==> src/rtl/huffman_table_loader_pkg.sv <==
// Shared definitions for the Huffman decoder table loader.
// Holds the FSM state encoding, a log2 helper and the default table depth.
package huffman_table_loader_pkg;

  typedef enum logic [2:0] {
    ST_IDLE   = 3'd0,
    ST_ACCEPT = 3'd1,
    ST_WRITE  = 3'd2,
    ST_FILL   = 3'd3,
    ST_DONE   = 3'd4,
    ST_ERROR  = 3'd5
  } state_t;

  localparam int MAX_CODE_LENGTH_DEFAULT = 9;
  localparam int TABLE_DEPTH = 1 << MAX_CODE_LENGTH_DEFAULT;

  function automatic int log2_ceil(input int x);
    int r;
    r = 0;
    for (int i = 0; i < 31; i++) begin
      if ((32'sd1 <<< i) < x) begin
        r = i + 1;
      end else begin
        r = r;
      end
    end
    return r;
  endfunction

endpackage

==> src/rtl/huffman_table_loader.sv <==
// Programs the decoder's code-width/data tables from canonical (length, symbol)
// descriptors, replicating each entry over the left-aligned span it covers.
module huffman_table_loader
  import huffman_table_loader_pkg::*;
#(
  parameter int WIDTH_OUT            = 8,
  parameter int MAX_CODE_LENGTH      = MAX_CODE_LENGTH_DEFAULT,
  parameter int LOG2_MAX_CODE_LENGTH = log2_ceil(MAX_CODE_LENGTH)
) (
  input  logic                            clk,
  input  logic                            rst,
  input  logic                            start,
  input  logic                            sym_valid,
  output logic                            sym_ready,
  input  logic [LOG2_MAX_CODE_LENGTH-1:0] sym_len,
  input  logic [WIDTH_OUT-1:0]            sym_data,
  input  logic                            sym_last,
  output logic                            table_push,
  output logic [MAX_CODE_LENGTH-1:0]      table_addr,
  output logic [LOG2_MAX_CODE_LENGTH-1:0] table_code_width,
  output logic [WIDTH_OUT-1:0]            table_data,
  output logic                            hold,
  output logic                            done,
  output logic                            incomplete,
  output logic                            error
);

  localparam int ML = MAX_CODE_LENGTH;
  localparam int LW = LOG2_MAX_CODE_LENGTH;
  localparam logic [ML:0]   DEPTH   = {1'b1, {ML{1'b0}}};
  localparam logic [LW-1:0] MAX_LEN = LW'(ML);

  state_t            state_r, state_n;
  logic [ML:0]       cur_r, cur_n;
  logic [LW-1:0]     len_r, len_n, prev_len_r, prev_len_n;
  logic [WIDTH_OUT-1:0] data_r, data_n;
  logic              last_r, last_n;
  logic              push_r, push_n, ready_r, ready_n;
  logic [ML-1:0]     addr_r, addr_n;
  logic [LW-1:0]     width_r, width_n;
  logic [WIDTH_OUT-1:0] tdata_r, tdata_n;
  logic              hold_r, hold_n, done_r, done_n, inc_r, inc_n, err_r, err_n;

  logic [ML+1:0]     span_s, sum_s;
  logic [ML:0]       mask_s;
  logic              bad_len_s, overflow_s, span_end_s;

  // Span of the offered descriptor, legality checks and end-of-span detection.
  always_comb begin
    span_s     = (ML+2)'(1) << (MAX_LEN - sym_len);
    sum_s      = {1'b0, cur_r} + span_s;
    bad_len_s  = (sym_len == {LW{1'b0}}) || (sym_len > MAX_LEN) || (sym_len < prev_len_r);
    overflow_s = sum_s > {1'b0, DEPTH};
    // Canonical codes start span-aligned, so a span ends when cur realigns.
    mask_s     = ((ML+1)'(1) << (MAX_LEN - len_r)) - (ML+1)'(1);
    span_end_s = (cur_r & mask_s) == {(ML+1){1'b0}};
  end

  // Next-state and next-output logic; every output is registered below.
  always_comb begin
    state_n    = state_r;
    cur_n      = cur_r;
    len_n      = len_r;
    data_n     = data_r;
    last_n     = last_r;
    prev_len_n = prev_len_r;
    push_n     = 1'b0;
    ready_n    = 1'b0;
    addr_n     = addr_r;
    width_n    = width_r;
    tdata_n    = tdata_r;
    hold_n     = hold_r;
    done_n     = done_r;
    inc_n      = inc_r;
    err_n      = err_r;
    case (state_r)
      ST_IDLE, ST_DONE, ST_ERROR: begin
        if (start) begin
          state_n    = ST_ACCEPT;
          cur_n      = {(ML+1){1'b0}};
          prev_len_n = LW'(1);
          done_n     = 1'b0;
          inc_n      = 1'b0;
          err_n      = 1'b0;
          hold_n     = 1'b1;
          ready_n    = 1'b1;
        end else if (state_r == ST_DONE) begin
          hold_n = 1'b0;
        end else begin
          hold_n = hold_r;
        end
      end
      ST_ACCEPT: begin
        ready_n = 1'b1;
        if (sym_valid) begin
          ready_n = 1'b0;
          if (bad_len_s || overflow_s) begin
            state_n = ST_ERROR;
            err_n   = 1'b1;
          end else begin
            state_n    = ST_WRITE;
            len_n      = sym_len;
            data_n     = sym_data;
            last_n     = sym_last;
            prev_len_n = sym_len;
            push_n     = 1'b1;
            addr_n     = cur_r[ML-1:0];
            width_n    = sym_len;
            tdata_n    = sym_data;
            cur_n      = cur_r + (ML+1)'(1);
          end
        end else begin
          state_n = ST_ACCEPT;
        end
      end
      ST_WRITE: begin
        if (!span_end_s) begin
          push_n  = 1'b1;
          addr_n  = cur_r[ML-1:0];
          width_n = len_r;
          tdata_n = data_r;
          cur_n   = cur_r + (ML+1)'(1);
        end else if (!last_r) begin
          state_n = ST_ACCEPT;
          ready_n = 1'b1;
        end else if (cur_r == DEPTH) begin
          state_n = ST_DONE;
          done_n  = 1'b1;
        end else begin
          state_n = ST_FILL;
          push_n  = 1'b1;
          addr_n  = cur_r[ML-1:0];
          width_n = {LW{1'b0}};
          tdata_n = {WIDTH_OUT{1'b0}};
          cur_n   = cur_r + (ML+1)'(1);
        end
      end
      ST_FILL: begin
        if (cur_r == DEPTH) begin
          state_n = ST_DONE;
          done_n  = 1'b1;
          inc_n   = 1'b1;
        end else begin
          push_n  = 1'b1;
          addr_n  = cur_r[ML-1:0];
          width_n = {LW{1'b0}};
          tdata_n = {WIDTH_OUT{1'b0}};
          cur_n   = cur_r + (ML+1)'(1);
        end
      end
      default: begin
        state_n = ST_IDLE;
      end
    endcase
  end

  // State, datapath and output registers with synchronous reset.
  always_ff @(posedge clk) begin
    if (rst) begin
      state_r    <= ST_IDLE;
      cur_r      <= {(ML+1){1'b0}};
      len_r      <= {LW{1'b0}};
      data_r     <= {WIDTH_OUT{1'b0}};
      last_r     <= 1'b0;
      prev_len_r <= LW'(1);
      push_r     <= 1'b0;
      ready_r    <= 1'b0;
      addr_r     <= {ML{1'b0}};
      width_r    <= {LW{1'b0}};
      tdata_r    <= {WIDTH_OUT{1'b0}};
      hold_r     <= 1'b0;
      done_r     <= 1'b0;
      inc_r      <= 1'b0;
      err_r      <= 1'b0;
    end else begin
      state_r    <= state_n;
      cur_r      <= cur_n;
      len_r      <= len_n;
      data_r     <= data_n;
      last_r     <= last_n;
      prev_len_r <= prev_len_n;
      push_r     <= push_n;
      ready_r    <= ready_n;
      addr_r     <= addr_n;
      width_r    <= width_n;
      tdata_r    <= tdata_n;
      hold_r     <= hold_n;
      done_r     <= done_n;
      inc_r      <= inc_n;
      err_r      <= err_n;
    end
  end

  assign sym_ready        = ready_r;
  assign table_push       = push_r;
  assign table_addr       = addr_r;
  assign table_code_width = width_r;
  assign table_data       = tdata_r;
  assign hold             = hold_r;
  assign done             = done_r;
  assign incomplete       = inc_r;
  assign error            = err_r;

endmodule

==> config.mk <==
export PLATFORM = sky130hd
export DESIGN_NAME = huffman_table_loader
export DESIGN_NICKNAME = d
export VERILOG_FILES = /design/src/rtl/huffman_table_loader_pkg.sv /design/src/rtl/huffman_table_loader.sv
export SDC_FILE = /design/constraint.sdc
export NUM_CORES = 1
export LEC_CHECK = 0
export CAP_MARGIN = 10
export CORE_MARGIN = 2
export CORE_UTILIZATION = 25
export CTS_CLUSTER_SIZE = 28
export DETAILED_ROUTE_END_ITERATION = 6
export PLACE_DENSITY = 0.44
export SYNTH_ARGS = -nofsm -noshare
export SYNTH_HDL_FRONTEND = slang
export SYNTH_SLANG_ARGS = --single-unit
==> constraint.sdc <==
create_clock -name clk -period 7.4 [get_ports clk]
set_input_delay 0.74 -clock clk [delete_from_list [all_inputs] [get_ports clk]]
set_output_delay 0.74 -clock clk [all_outputs]
set_load 0.005 [all_outputs]
==> results by group <==
Run status
  • Outcome: finished clean

Floorplan
  • Core Box Area: 15,200 sq um
  • Rows: 45
  • Die area: 16,600 sq um
  • Initial core utilization: 25.7%
  • Die Height: 129 um
  • Chip width: 129 um
  • Num ports: 44

Detailed routing
  • Avg Vias per Cell: 5.25
  • Final antenna-violating net count: 0
  • Total routed wirelength: 11,400 um
  • DRT iter0 DRCs: 209
  • Post-DR wirelength/cell: 16.6 um
  • DRC violations left: 0
  • DR vias: 3,600
  • DRT Pass-1 Iters: 4

Clocking
  • Worst skew pair latency: 0.33 ns
  • Clock tree buffer depth: 2
  • Cts bufs inserted: 9
  • Clock Pin Slew Worst Setup and Hold Paths: 0.05 ns
  • Sink Count: 57
  • Htree depth: 3
  • Postcts setup bufs: 0
  • CTS resizes: 0
  • CTS tree: yes
  • Hold buffer count at CTS: 0
  • Clock Tree Root: clkbuf_16

Timing
  • Final Hold Violating Endpoints: 0
  • Max-slew violation count: 0
  • Slew headroom: 41.2%
  • Setup TNS: 0 ns
  • RSZ-0062 raised after global routing: false
  • Fin crit period: 5.28 ns
  • Fin crit share: 71.4%
  • Fmax: 0.189 GHz
  • Worst slew pin tran: 0.877 ns
  • Final setup fails: 0
  • Final setup skew: 0.00731 ns

GRT
  • First-pass GRT wire length: 18,500 um
  • Gr usage total: 14.3%
  • GRT overflow: 0
  • Initial antenna violation count: 0
  • Pin count of the biggest net entering global routing: 55
  • Number of global-route vias before repair: 3,572

Cells and area
  • Filler cells: 1,637
  • Fin nets: 530
  • Synth-to-Final Area Change: 22.3%
  • Layout cell share with drive strength beyond 1: 10.6%
  • Finished Layout Cells: 686
  • Number of diodes: 0

Placement
  • Port-buffer cells: 43
  • Placed insts: 671
  • Routability Congestion: 0.854
  • DP HPWL: 8120 um

Worst setup path
  • Crit-path cells: clkdlybuf4s50_1, inv_1, ha_1, nor4b_1, ha_1, inv_1, fa_1, nor2b_1, o21bai_1, a21oi_1, mux2_2, nor4_4, o2111ai_2, a21boi_2, buf_4, mux2i_1
  • CP Buf/Inv Count: 4
  • WP data required: 7.66 ns
  • Setup CP Type: input port to flop
  • Crit-path max cell delay: 0.74 ns
  • CP max-delay cell: clkdlybuf4s50_1
  • Critical Path Fanout Max: 20
  • CP Capture Type: flop
  • Worst EP arrival: 5.54 ns
  • CP Launch Type: input port
  • Top Family by Delay on Critical Path: buffers and inverters

Yosys
  • Post-synth top area cell: dfxtp_1
  • Avg Cell Area, Syn: 8.43 sq um
  • Synth Cell Area: 3900 sq um
  • Main area contributors after synthesis: dfxtp_1, o32ai_2, ha_1, nor2_1, mux2i_1
  • Most instantiated library cell after synthesis: dfxtp_1
  • Cells after Synth: 463
  • Yosys reg bits: 57
  • Ys async rst share: 0%
  • Synth Warn #: 0
  • Sequential share of the synthesized area: 29.2%
  • Post-synth top flop: dfxtp_1
  • Number of synthesized flops with an enable pin: 0
  • Count of different cell masters after synthesis: 70
  • Synthesized Nets: 499
  • Share of the synthesized area in the top cell type: 29.2%
  • Commonest cells post-synth: dfxtp_1, nor2_1, inv_1, nand2_1, nor3_1

Power and ir drop
  • Pleak: 1.73 nW
  • Power per cell area: 206 nW/um^2
  • VDD IR-drop max: 92.1 uV

Hold path
  • Worst hold path class: flop to flop

Run
  • Max Cap Viol: 0
-- metal layers --
| metal | global-route usage (%) | share of wire (%) |
|---|---|---|
| met3 | 3.08 | 3.0 |
| met2 | 21.9 | 45 |
| met5 | 0 | 0 |
| met1 | 20.1 | 51 |
| met4 | 4.16 | 0.98 |
-- cell usage in the layout, fill, tap and decap left out, types with 3 or more instances in the layout --
cell type	netlist	layout
dfxtp_1	57	57
nor2_1	44	44
clkdlybuf4s50_1	0	42
inv_1	38	38
nand2_1	38	38
nor3_1	21	20
a21oi_1	20	20
ha_1	18	18
mux2i_1	16	16
o32ai_2	15	15
o21ai_0	13	13
a22oi_1	12	12
nor2b_1	11	11
nand3_1	11	11
o32ai_1	10	10
or3_1	9	9
clkbuf_16	0	9
nand2b_1	6	6
a211oi_1	6	6
o21a_1	6	6
nand4_1	5	5
o211ai_1	4	4
o21ai_1	4	4
nor4_1	4	4
a31oi_1	4	4
o221ai_1	4	4
a21o_1	3	3
o2111a_1	3	3
o21bai_1	3	3
o22ai_1	3	3
and3_1	3	3
buf_4	3	3
-- tightest hold or removal path: stages, from the launching register on --
cell and delay, ns:
dfxtp_1 0.31, nand2_1 0.05, o32ai_1 0.05
-- logic make-up (layout without fill, tap and decap cells) --
kind of cell,Yosys count,in the layout,synth area share (%)
muxes,17,17,4.39
and+or+nand+nor,173,173,23.4
adders and majority gates,19,19,6.28
xor gates and xnor gates,4,4,1.09
AOI/OAI and AO/OA,129,129,28.7
DFF,57,57,29.2
buffers and inverters,64,99,6.93
-- metrics by stage --
step / hold slack [ns] / total power [mW] / util [%] / worst slack, ns / cell area [sq um]
floorplan: 0.440 / 0.480 / - / 3.19 / 3900
global placement: 0.454 / 0.545 / 29.4 / 1.97 / 4460
detailed placement: 0.458 / 0.547 / 29.4 / 1.81 / 4460
CTS: 0.471 / 0.996 / 31.4 / 2.17 / 4770
global route: 0.493 / 1.03 / 31.4 / 1.78 / 4770
finish: 0.464 / 0.983 / 31.4 / 2.12 / 4770
-- where the power goes --
| part | switching [mW] | leakage [nW] | total (mW) | internal, mW |
|---|---|---|---|---|
| combinational | 0.124 | 1.12 | 0.204 | 0.0801 |
| clock | 0.141 | 0.153 | 0.442 | 0.301 |
| sequential | 0.0159 | 0.461 | 0.337 | 0.321 |
| total | 0.280 | 1.73 | 0.983 | 0.703 |
-- sequential cells by signal, indices dropped and copies added, names as in the netlist --
signal,flops
cur_r,10
table_addr,9
data_r,8
table_data,8
len_r,4
prev_len_r,4
table_code_width,4
state_r,3
done,1
error,1
hold,1
incomplete,1
last_r,1
sym_ready,1
table_push,1
-- path summary, 6_finish.rpt --
path	cells after the start	slack (ns)	end	startpoint
worst min register to register	2	0.46	prev_len_r[1]	prev_len_r[1]
worst max register to register	13	2.72	table_addr[1]	len_r[1]
worst max-delay path	16	2.12	table_addr[1]	sym_len[1]
worst min-delay path	2	0.46	prev_len_r[1]	prev_len_r[1]
-- area by class of cell --
class | instances | area, sq um | area share, %
clock inverter | 3 | 65.1 | 1.36
clock buffer | 12 | 246 | 5.16
inverter | 38 | 143 | 2.99
multi-input combinational | 342 | 2500 | 52.3
timing repair buffer | 46 | 448 | 9.38
tap | 188 | 235 | 4.93
sequential | 57 | 1140 | 23.9
(Power assumes the default switching activity.)
